==> config.mk <==
export PLATFORM = sky130hd
export DESIGN_NAME = mem_port_arbiter
export DESIGN_NICKNAME = d
export VERILOG_FILES = /design/src/rtl/mem_port_arbiter_pkg.sv /design/src/rtl/mem_port_arbiter_rr_pick.sv /design/src/rtl/mem_port_arbiter.sv
export SDC_FILE = /design/constraint.sdc
export NUM_CORES = 1
export LEC_CHECK = 0
export BUFFER_PORTS_ARGS = -buffer_cell sky130_fd_sc_hd__buf_2
export CORE_UTILIZATION = 30
export CTS_CLUSTER_SIZE = 8
export DETAILED_ROUTE_END_ITERATION = 8
export GPL_ROUTABILITY_DRIVEN = 0
export PLACE_DENSITY = 0.66
export SLEW_MARGIN = 20
export SYNTH_ARGS = -nofsm -noshare
export SYNTH_HDL_FRONTEND = slang
export SYNTH_SLANG_ARGS = --single-unit
==> constraint.sdc <==
create_clock -name clk -period 4.9 [get_ports clk]
set_input_delay 0.245 -clock clk [delete_from_list [all_inputs] [get_ports clk]]
set_output_delay 0.245 -clock clk [all_outputs]
set_load 0.03 [all_outputs]
==> src/rtl/mem_port_arbiter_pkg.sv <==
// Shared types for the memory port arbiter:
// FSM states, requester identities and default wait count.
package mypack;

    typedef enum logic [1:0] {
        IDLE,
        ACCESS,
        DONE
    } arb_state_t;

    typedef enum logic {
        IF,
        LS
    } requester_t;

    localparam int MEM_WAIT_DEFAULT = 2;

endpackage

==> src/rtl/mem_port_arbiter_rr_pick.sv <==
// Two-way round-robin selector: a lone requester wins,
// on contention the one not granted last time wins.
module rr_pick
    import mypack::*;
(
    input  logic [1:0] req,
    input  requester_t last,
    output logic [1:0] grant,
    output requester_t winner
);

    always_comb begin
        winner = IF;
        grant  = 2'b00;
        if (req[0] && req[1]) begin
            winner = (last == LS) ? IF : LS;
        end else if (req[1]) begin
            winner = LS;
        end
        if (req != 2'b00) begin
            grant = (winner == LS) ? 2'b10 : 2'b01;
        end
    end

endmodule

==> src/rtl/mem_port_arbiter.sv <==
// Shares one synchronous memory port between fetch and load/store,
// one transaction at a time with a fixed wait count and a one-cycle ack.
module mem_port_arbiter
    import mypack::*;
#(
    parameter int AW   = 32,
    parameter int DW   = 32,
    parameter int WAIT = MEM_WAIT_DEFAULT
) (
    input  logic            clk,
    input  logic            rst,
    input  logic            if_req,
    input  logic [AW-1:0]   if_addr,
    output logic [DW-1:0]   if_rdata,
    output logic            if_ack,
    input  logic            ls_req,
    input  logic            ls_we,
    input  logic [DW/8-1:0] ls_be,
    input  logic [AW-1:0]   ls_addr,
    input  logic [DW-1:0]   ls_wdata,
    output logic [DW-1:0]   ls_rdata,
    output logic            ls_ack,
    output logic            mem_en,
    output logic            mem_we,
    output logic [DW/8-1:0] mem_be,
    output logic [AW-1:0]   mem_addr,
    output logic [DW-1:0]   mem_wdata,
    input  logic [DW-1:0]   mem_rdata,
    output logic            busy
);

    localparam int BW = DW / 8;
    localparam logic [3:0] WAIT_CNT = 4'(WAIT);

    arb_state_t state;
    arb_state_t next;
    requester_t owner;
    requester_t last_grant;
    requester_t winner;
    logic [1:0] grant;
    logic [3:0] cnt;
    logic          we_q;
    logic [BW-1:0] be_q;
    logic [AW-1:0] addr_q;
    logic [DW-1:0] wdata_q;
    logic [DW-1:0] if_rdata_q;
    logic [DW-1:0] ls_rdata_q;

    rr_pick u_pick (
        .req    ({ls_req, if_req}),
        .last   (last_grant),
        .grant  (grant),
        .winner (winner)
    );

    always_comb begin
        next = state;
        case (state)
            IDLE:    if (grant != 2'b00) next = ACCESS;
            ACCESS:  if (cnt == 4'd0) next = DONE;
            DONE:    next = IDLE;
            default: next = IDLE;
        endcase
    end

    always_ff @(posedge clk) begin
        if (rst) begin
            state      <= IDLE;
            owner      <= IF;
            last_grant <= LS;
            cnt        <= '0;
            we_q       <= 1'b0;
            be_q       <= '0;
            addr_q     <= '0;
            wdata_q    <= '0;
            if_rdata_q <= '0;
            ls_rdata_q <= '0;
        end else begin
            state <= next;
            if (state == IDLE && grant != 2'b00) begin
                owner      <= winner;
                last_grant <= winner;
                cnt        <= WAIT_CNT;
                // Fetch is always a full-word read.
                if (winner == LS) begin
                    we_q    <= ls_we;
                    be_q    <= ls_be;
                    addr_q  <= ls_addr;
                    wdata_q <= ls_wdata;
                end else begin
                    we_q    <= 1'b0;
                    be_q    <= '1;
                    addr_q  <= if_addr;
                    wdata_q <= '0;
                end
            end
            if (state == ACCESS) begin
                if (cnt != 4'd0) begin
                    cnt <= cnt - 4'd1;
                end else if (!we_q) begin
                    if (owner == IF) if_rdata_q <= mem_rdata;
                    else             ls_rdata_q <= mem_rdata;
                end
            end
        end
    end

    assign mem_en    = (state == ACCESS);
    assign mem_we    = mem_en && we_q;
    assign mem_be    = be_q;
    assign mem_addr  = addr_q;
    assign mem_wdata = wdata_q;
    assign if_ack    = (state == DONE) && (owner == IF);
    assign ls_ack    = (state == DONE) && (owner == LS);
    assign busy      = (state != IDLE);
    assign if_rdata  = if_rdata_q;
    assign ls_rdata  = ls_rdata_q;

endmodule

# ---- Word level (Yosys, flattened, before mapping)
# Cells that the tools add are included.
dict set report word_totals {
  ff_bits 141
  latch_bits 0
  ramBits 0
  rom_bits 0
  input_bits 137
  out_inout_bits 137
  n_memories 0
}
dict set report classes {
  n_addsub 1
  n_mul 0
  div_mod_pow 0
  order_cmp 0
  n_eq_ne 4
  n_shift 0
  n_mux 15
  bitwise 3
  n_reduce_logical 14
}
# operator n
set ops {}
lappend ops {{$mux 32} 2}
lappend ops {{$mux 4} 4}
lappend ops {{$mux 2} 4}
lappend ops {{$reduce_and 4->1} 2}
lappend ops {{$reduce_bool 2->1} 3}
lappend ops {{$logic_and 1x1->1} 5}
lappend ops {{$logic_not 4->1} 1}
lappend ops {{$mux 1} 4}
lappend ops {{$pmux 2 s2} 1}
lappend ops {{$reduce_bool 4->1} 1}
lappend ops {{$sub 4x1->4 const B} 1}
lappend ops {{$not 1->1} 3}
lappend ops {{$eq 2x1->1 const B} 1}
lappend ops {{$eq 2x2->1 const B} 1}
lappend ops {{$logic_not 2->1} 1}
lappend ops {{$ne 2x1->1 const B} 1}
lappend ops {{$ne 2x2->1 const B} 1}
lappend ops {{$reduce_and 2->1} 1}

# ---- Depth between registers and ports, before layout
# Gate-level depths: netlist of the first run.
dict set report logic_depth {
  depth_word 9
  mapped_depth 7
  ltp_nobuf 5
}

# ---- Cells and area by module
# A second synthesis of the first run with hierarchy kept.
dict set report hier_totals {
  cells_unflattened 613
  area_unflattened_um2 5941.9
}
# mod n_inst cells_each area_per_inst_um2 seq_area_each_um2
set by_module_without_submodules {}
lappend by_module_without_submodules {mem_port_arbiter 1 609 5915.7 2822.7}
lappend by_module_without_submodules {rr_pick 1 4 26.3 0.0}

# ---- Least setup slack after synthesis of the first run
# OpenSTA, ideal clock, no wires.
dict set report synth_path {
  path_type {reg-to-reg}
  start {register cnt[0]}
  end {register ls_rdata_q[10] (netlist: ls_rdata[10])}
  setup_ns 0.120
  arrival_ns 1.585
  required_ns 4.780
  setup_slack_ns 3.195
  stages_incl_launch_ff 8
  synth_period_minus_slack_ns 1.705
  cell_sequence {dfxtp_1 > inv_1 > ha_1 > nand4bb_1 > or4b_1 > buf_2 > buf_6 > mux2i_1}
}
dict set report synth_between {
  elab_chain_cells 3
}
# element line_no
set synth_lines {}
lappend synth_lines {{start: declaration} mem_port_arbiter.sv:41} ;# logic [3:0] cnt;
lappend synth_lines {{start signal: assignment} mem_port_arbiter.sv:99} ;# cnt <= cnt - 4'd1;
lappend synth_lines {{$reduce_bool 4->1} mem_port_arbiter.sv:98} ;# if (cnt != 4'd0) begin
lappend synth_lines {{$not 1->1 (no line)} --}
lappend synth_lines {{$reduce_and 4->1 (no line)} --}
lappend synth_lines {{end signal: assignment} mem_port_arbiter.sv:102} ;# else ls_rdata_q <= mem_rdata;
lappend synth_lines {{end: declaration} mem_port_arbiter.sv:47} ;# logic [DW-1:0] ls_rdata_q;
# No other way between the ends.
# A chain may end at the register's enable or synchronous reset.

# ---- Worst setup path after layout of the first run
dict set report layout_path {
  start {register state[1]}
  end {output busy}
}
dict set report layout_between {
  elab_chain_cells 1
}
# element line_no
set layout_lines {}
lappend layout_lines {{start: declaration} mem_port_arbiter.sv:35} ;# arb_state_t state;
lappend layout_lines {{start signal: assignment} mem_port_arbiter.sv:79} ;# state <= next;
lappend layout_lines {{$reduce_bool 2->1} mem_port_arbiter.sv:115} ;# assign busy = (state != IDLE);
lappend layout_lines {{end: declaration} mem_port_arbiter.sv:29} ;# output logic busy
# No other way between the ends.

==> metrics.md, run 1 <==
| Metric | Value |
|---|---|
| FMAX | 0.3630 GHz |
| Critical Path RT | 4.66 ns |
| Via/cell ratio | 4.892 |
| Post-DP HPWL | 10940 um |
| Failing checks | design-rule violations |
| Hold Path Class | input pin to flop |
| Logic pwr share | 20.7% |
| DR pass1 iterations | 6 |
| Max rail drop VDD | 215.4 uV |
| Post-synthesis instance area | 5650 um^2 |
| Worst setup path category | flop to output pin |
| Routed WL | 16360 um |
| PD cells | 422.8 nW/um^2 |
| Clock Latency Late Sink | 0.41 ns |
| Fin Clk Skew | 0.007244 ns |
| CP Capture Point | busy |
| Worst slew pin tran | 1.024 ns |
| Clock H-tree levels | 4 |
| Clk sinks | 141 |
| Met2 wire length | 7543 um |
| Worst R2R Setup Slack | 2.24 ns |
| Syn_nets | 775 |
| Die height | 139.2 um |
| First-pass GRT wire length | 26050 um |
| Total setup buffers inserted after CTS | 0 |
| Initial drt markers | 231 |
| Hold_buf cts | 0 |
| Syn Inst Count | 637 |
| Register area share after synthesis | 49.96% |
| Resize count post-CTS | 0 |
| Commonest cells after routing, fill and taps aside | 273 x buf_2, 160 x nand2_1, 141 x dfxtp_1 |
| Area contributors post-synth | dfxtp_1 50%, mux2i_1 11%, nand2_1 11% |
| Most common cell after layout, fill and taps aside | buf_2 |
| Buffers on Ports | 273 |
| Layout area overhead | 36.29% |
| Power share of the sequential group | 39.9% |
| Worst relative slew slack | 31.67% |
| Die ar. | 19390 um^2 |
| Syn. warnings | 0 |
| Worst r2r dst | mem_addr[28] |
| CTS buffer count | 17 |
| Switching Fraction | 31.03% |
| Minimum hold slack | 0.08929 ns |
| Max clock buf depth | 2 |
| Share of layout cells above drive strength 1 | 36.75% |
| Area fraction of the dominant cell type after synthesis | 49.96% |
| Most used DFF post-synth | dfxtp_1 |
| Clock slew at the register clock pins of the worst setup and hold paths | 0.06 ns |
| Status | finished, violations left |
| Residual DRC | 20 |
| Final Hold Fails | 0 |
| Clk root buf | clkbuf_16 |
| Post-synth EDFFs | 0 |
| Power share of the clock group | 39.4% |
| Max-cap viol count | 0 |
| FF-to-FF path depth | 6 |
| Gr usage total | 16.83% |
| Final #Nets | 1013 |
| CP arrival | 2.51 ns |
| Routed length on met1 | 7490 um |
| Antenna Nets Post-Route | 0 |
| Library cells used by synthesis | 40 |
| Die W | 139.2 um |
| Post-synth ARST share | 0% |
| Final period utilization | 56.22% |
| Met3 wire length | 1122 um |
| Min Tclk post-route | 2.755 ns |
| Area leader, netlist | dfxtp_1 |
| Starting Density | 31.03% |
| Crit path from | state[1] |
| TritonCTS clock tree | built |
| Largest net degree at the start of global routing | 73 |
| Initial antenna violation count | 0 |
| Via Count | 5460 |
| Wire per inst | 14.66 um |
| Setup TNS | 0 ns |
| Startpoint Class | flop |
| CP endpoint kind | output pin |
| Psw | 0.001010 W |
| Top Metal Used | met4 |
| Internal power | 0.002246 W |
| Vias in the first global route | 5159 |
| Yosys reg bits | 141 |
| FP Rows | 49 |
| Gr ovfl total | 0 |
| Slew Limit Fails | 0 |
| Final setup vio count | 0 |
| FF-to-FF Start | state[1] |
| Lkg Pwr | 3.691 nW |
| Synthesized area per cell | 8.870 um^2 |
| # IOs | 274 |
| RSZ-0062 raised after global routing | false |
| Crit path max fanout | 70 |
| Ant diodes | 0 |
| Core ar. | 18210 um^2 |
==> state kept, by name, summed over array words and instances (netlist names) <==
register / count
mem_addr: 32
ls_rdata: 32
mem_be: 4
state: 2
last_grant: 1
cnt: 4
owner: 1
if_rdata: 32
mem_wdata: 32
we_q: 1
==> metrics by stage <==
stage / area [um^2] / worst slack (ns) / cells / util [%] / total power [W]
floorplan: 5650 / 3.195 / 637 / - / 0.001783
global placement: 7112 / 2.204 / 1085 / 39.06 / 0.001999
detailed placement: 7112 / 2.203 / 1085 / 39.06 / 0.002002
CTS: 7697 / 2.079 / 1116 / 42.27 / 0.003299
finish: 7701 / 2.145 / 1116 / 42.29 / 0.003256
global route: 7701 / 1.969 / 1116 / 42.29 / 0.003409
==> metal layers <==
metal	vias to the layer above	GRT usage (%)
met2	225	27.64
li1	2731	-
met5	-	0
met3	19	5.471
met1	2485	20.51
met4	0	6.140
==> Yosys cell counts, types with 2 or more instances <==
cell	number
o221a_2	4
nand2_1	161
nand3_1	3
a21oi_1	66
a311oi_1	33
buf_4	3
nand2b_1	2
o21ai_0	35
buf_1	2
mux2i_1	64
a31oi_1	2
a221oi_1	2
nor2_1	3
nand4_1	33
dfxtp_1	141
inv_1	4
clkbuf_1	48
buf_6	3
buf_2	6
o211ai_1	2
==> worst min path at each step <==
| stage | end | start | slack [ns] | cells past startpoint |
|---|---|---|---|---|
| floorplan | mem_addr[0] | if_addr[0] | 0.40 | 2 |
| global placement | if_rdata[8] | if_rdata[8] | 0.44 | 2 |
| detailed placement | if_rdata[27] | if_rdata[27] | 0.45 | 2 |
| CTS | mem_addr[20] | if_addr[20] | 0.06 | 3 |
| global route | mem_addr[20] | if_addr[20] | 0.07 | 3 |
| finish | mem_addr[21] | if_addr[21] | 0.09 | 3 |
==> kinds of logic after synthesis <==
logic type / count (synthesis) / synth area share [%]
compound gates: 148 / 16.28
fa+ha+maj: 1 / 0.2214
buf+inv: 67 / 5.181
flops: 141 / 49.96
mux: 64 / 11.34
simple gates: 216 / 17.03
==> layout make-up <==
cell class              instances  area, um^2
clock buffers                  21       470.5
clock inverters                10       115.1
fillers                      1842       10510
inverters                       5       20.02
multi-input cells             429        2560
flip-flops and latches        141        2823
well taps                     229       286.5
repair buffers                281        1426
==> worst max-delay path, stage by stage (launching register included) <==
cell     delay [ns]
dfxtp_1        0.35
nor2_4         0.10
buf_4          0.56
inv_1          0.68
buf_2          0.38
==> power groups by stage <==
stage	clock network, W	registers (W)	logic, W
after floorplan	0	0.00149	0.000297
after global placement	0	0.00132	0.000679
after detailed placement	0	0.00132	0.000681
after CTS	0.00132	0.00130	0.000682
after global routing	0.00137	0.00131	0.000728
final	0.00128	0.00130	0.000675
No activity file was read; power rests on OpenSTA's default activity.
==> run 2, diff against run 1 <==
- ABC_AREA: not set -> 1
- PLACE_DENSITY: 0.66 -> 0.68
- clock period: 4.9 -> 2.5 ns (I/O delays scaled with it)
==> run 2 against run 1 <==
The run now ends clean; clock power rose by 110%; cell area rose by 8.1%; setup slack got worse by 1.4 ns; non-clock buffer count rose by 42; power rose by 110%; combinational power rose by 140%; sequential share of layout area fell by 2.8 points; area after synthesis rose by 2.8%; via count rose by 9.4%; largest cell class unchanged; highest routed layer unchanged.
==> metrics.md, run 2 <==
| Metric | Value |
|---|---|
| CP Cell Sequence | inv_1 > ha_1 > nand3_2 > nor2_8 > buf_12 > nand2_1 > nand2_1 > nor2_1 |
| Final period utilization | 70.79% |
| Worst hold start | mem_rdata[9] |
| Status | finished, final reports clean |
| Starting Density | 30.84% |
| Via Count | 5971 |
| Max clock buf depth | 2 |
| Area leader, netlist | dfxtp_1 |
| Clock slew at the register clock pins of the worst setup and hold paths | 0.06 ns |
| Final #Nets | 1269 |
| Startpoint Class | flop |
| Setup TNS | 0 ns |
| Final instance area | 8328 um^2 |
| Count leader, synth | nand2_1 |
| Fin Clk Skew | 0.007991 ns |
| Syn. warnings | 0 |
| Critical Path RT | 2.81 ns |
| CTS buffer count | 17 |
| Layout area overhead | 43.42% |
| Post-route core utilization | 44.23% |
| Power share of the clock group | 39.3% |
| Area fraction of the dominant cell type after synthesis | 48.61% |
| Worst slack, placed | 0.7639 ns |
| Wire per inst | 11.49 um |
| Gr ovfl total | 0 |
| Minimum hold slack | 0.02224 ns |
| Routed length on met1 | 7528 um |
| Vias in the first global route | 5335 |
| Most common cell after layout, fill and taps aside | nand2_1 |
| Setup ws final | 0.7303 ns |
| Most used DFF post-synth | dfxtp_1 |
| Commonest cells after routing, fill and taps aside | 335 x nand2_1, 273 x buf_2, 142 x nor2_1 |
| Syn Inst Count | 839 |
| Final Hold Fails | 0 |
| Buffers on Ports | 273 |
| Switching Fraction | 32.66% |
| Lkg Pwr | 4.238 nW |
| Max-cap viol count | 0 |
| Area contributors post-synth | dfxtp_1 49%, nand2_1 22%, nor2_1 9.2% |
| Resize count post-CTS | 0 |
| Most common library cells after synthesis | 335 x nand2_1, 142 x nor2_1, 141 x dfxtp_1 |
| Top Metal Used | met4 |
| Clock Latency Late Sink | 0.41 ns |
| Worst setup path category | flop to flop |
| Post-placement cell area | 7313 um^2 |
| FF-to-FF Start | cnt[0] |
| Routed WL | 16130 um |
| Die W | 141.1 um |
| DR pass1 iterations | 4 |
| Clk sinks | 141 |
| Final setup vio count | 0 |
| # IOs | 274 |
| Yosys reg bits | 141 |
| Most common cell type on the critical path | nand2_1 |
| Met2 wire length | 7304 um |
| Slew Limit Fails | 0 |
| First-pass GRT wire length | 25570 um |
| Largest net degree at the start of global routing | 72 |
| Post-synth EDFFs | 0 |
| RSZ-0062 raised after global routing | false |
| Power share of the sequential group | 37.1% |
| Syn_nets | 977 |
| Max rail drop VDD | 429.7 uV |
| Register area share after synthesis | 48.61% |
| Synthesized area per cell | 6.921 um^2 |
| Crit path max fanout | 30 |
| CP endpoint kind | flop |
| Psw | 0.002276 W |
| FP Rows | 50 |
| Crit-path max cell delay | 0.39 ns |
| Met3 wire length | 1054 um |
| Clock H-tree levels | 4 |
| Initial antenna violation count | 0 |
| Residual DRC | 0 |
| Logic pwr share | 23.5% |
| Initial drt markers | 180 |
| Internal power | 0.004691 W |
| PD cells | 836.5 nW/um^2 |
| Post-synthesis instance area | 5807 um^2 |
| CP arrival | 2.08 ns |
| TritonCTS clock tree | built |
| Post-synth ARST share | 0% |
| Crit path from | cnt[0] |
| Core ar. | 18830 um^2 |
| Ant diodes | 0 |
| Library cells used by synthesis | 23 |
| Antenna Nets Post-Route | 0 |
| FMAX | 0.5651 GHz |
| Die ar. | 19920 um^2 |
| Cell at the slowest stage of the critical path | nor2_8 |
| Share of layout cells above drive strength 1 | 28.76% |
| Clk root buf | clkbuf_16 |
| Gr usage total | 16.03% |
| Total setup buffers inserted after CTS | 0 |
| Post-DP HPWL | 11020 um |
| Via/cell ratio | 4.253 |
| Worst slew pin tran | 0.7675 ns |
| Worst relative slew slack | 48.83% |
| Min Tclk post-route | 1.770 ns |
| Hold Path Class | input pin to flop |
| Die height | 141.1 um |
run 2: layer usage:
| layer | up-vias | GRT usage, % |
|---|---|---|
| li1 | 3151 | - |
| met1 | 2578 | 20.51 |
| met2 | 225 | 26.00 |
| met3 | 17 | 3.872 |
| met4 | 0 | 6.064 |
| met5 | - | 0 |
run 2: path summary, 6_finish.rpt:
path | end | slack [ns] | cells after the start
max | if_rdata[10] | 0.73 | 8
min | ls_rdata[9] | 0.02 | 5
max reg2reg | if_rdata[10] | 0.73 | 8
min reg2reg | mem_addr[29] | 0.46 | 2
run 2: logic make-up after synthesis:
kind of cell / Yosys count / share of synthesized area (%)
compound gates: 77 / 6.830
xor+xnor: 1 / 0.1509
fa+ha+maj: 1 / 0.2154
buf+inv: 93 / 7.951
flops: 141 / 48.61
simple gates: 526 / 36.24
run 2: cell type report:
| type | count | area (um^2) |
|---|---|---|
| Fill cell | 1916 | 10500 |
| Sequential cell | 141 | 2823 |
| Multi-Input combinational cell | 605 | 2522 |
| Timing Repair Buffer | 323 | 1862 |
| Clock buffer | 18 | 429.2 |
| Tap cell | 260 | 325.3 |
| Clock inverter | 14 | 205.2 |
| Inverter | 43 | 161.4 |
run 2: repair_timing:
item	in CTS	in global routing
setup endpoints to repair	0	0
endpoints found under the hold margin	38	0
hold buffers	38	0
run 2: stage by stage:
| step | std cells | power, W |
|---|---|---|
| floorplan | 839 | 0.003776 |
| detailed placement | 1334 | 0.004235 |
| CTS | 1404 | 0.007050 |
| global route | 1404 | 0.007325 |
| finish | 1404 | 0.006967 |
| global placement | 1334 | 0.004220 |
run 2: worst max-delay path: cells and delay by family (launching register included):
| kind | cells | cell delay, ns |
|---|---|---|
| buffers and inverters | 2 | 0.35 |
| AND/OR/NAND/NOR | 5 | 0.75 |
| flip-flops | 1 | 0.30 |
| adder cells (fa/ha/maj) | 1 | 0.24 |
run 2: power groups by stage:
stage | combinational (W) | sequential (W) | clock (W)
2_1_floorplan | 0.000751 | 0.00303 | 0
3_3_place_gp | 0.00159 | 0.00263 | 0
3_5_place_dp | 0.00160 | 0.00264 | 0
4_1_cts | 0.00165 | 0.00259 | 0.00281
5_1_grt | 0.00180 | 0.00261 | 0.00291
6_report | 0.00164 | 0.00259 | 0.00274
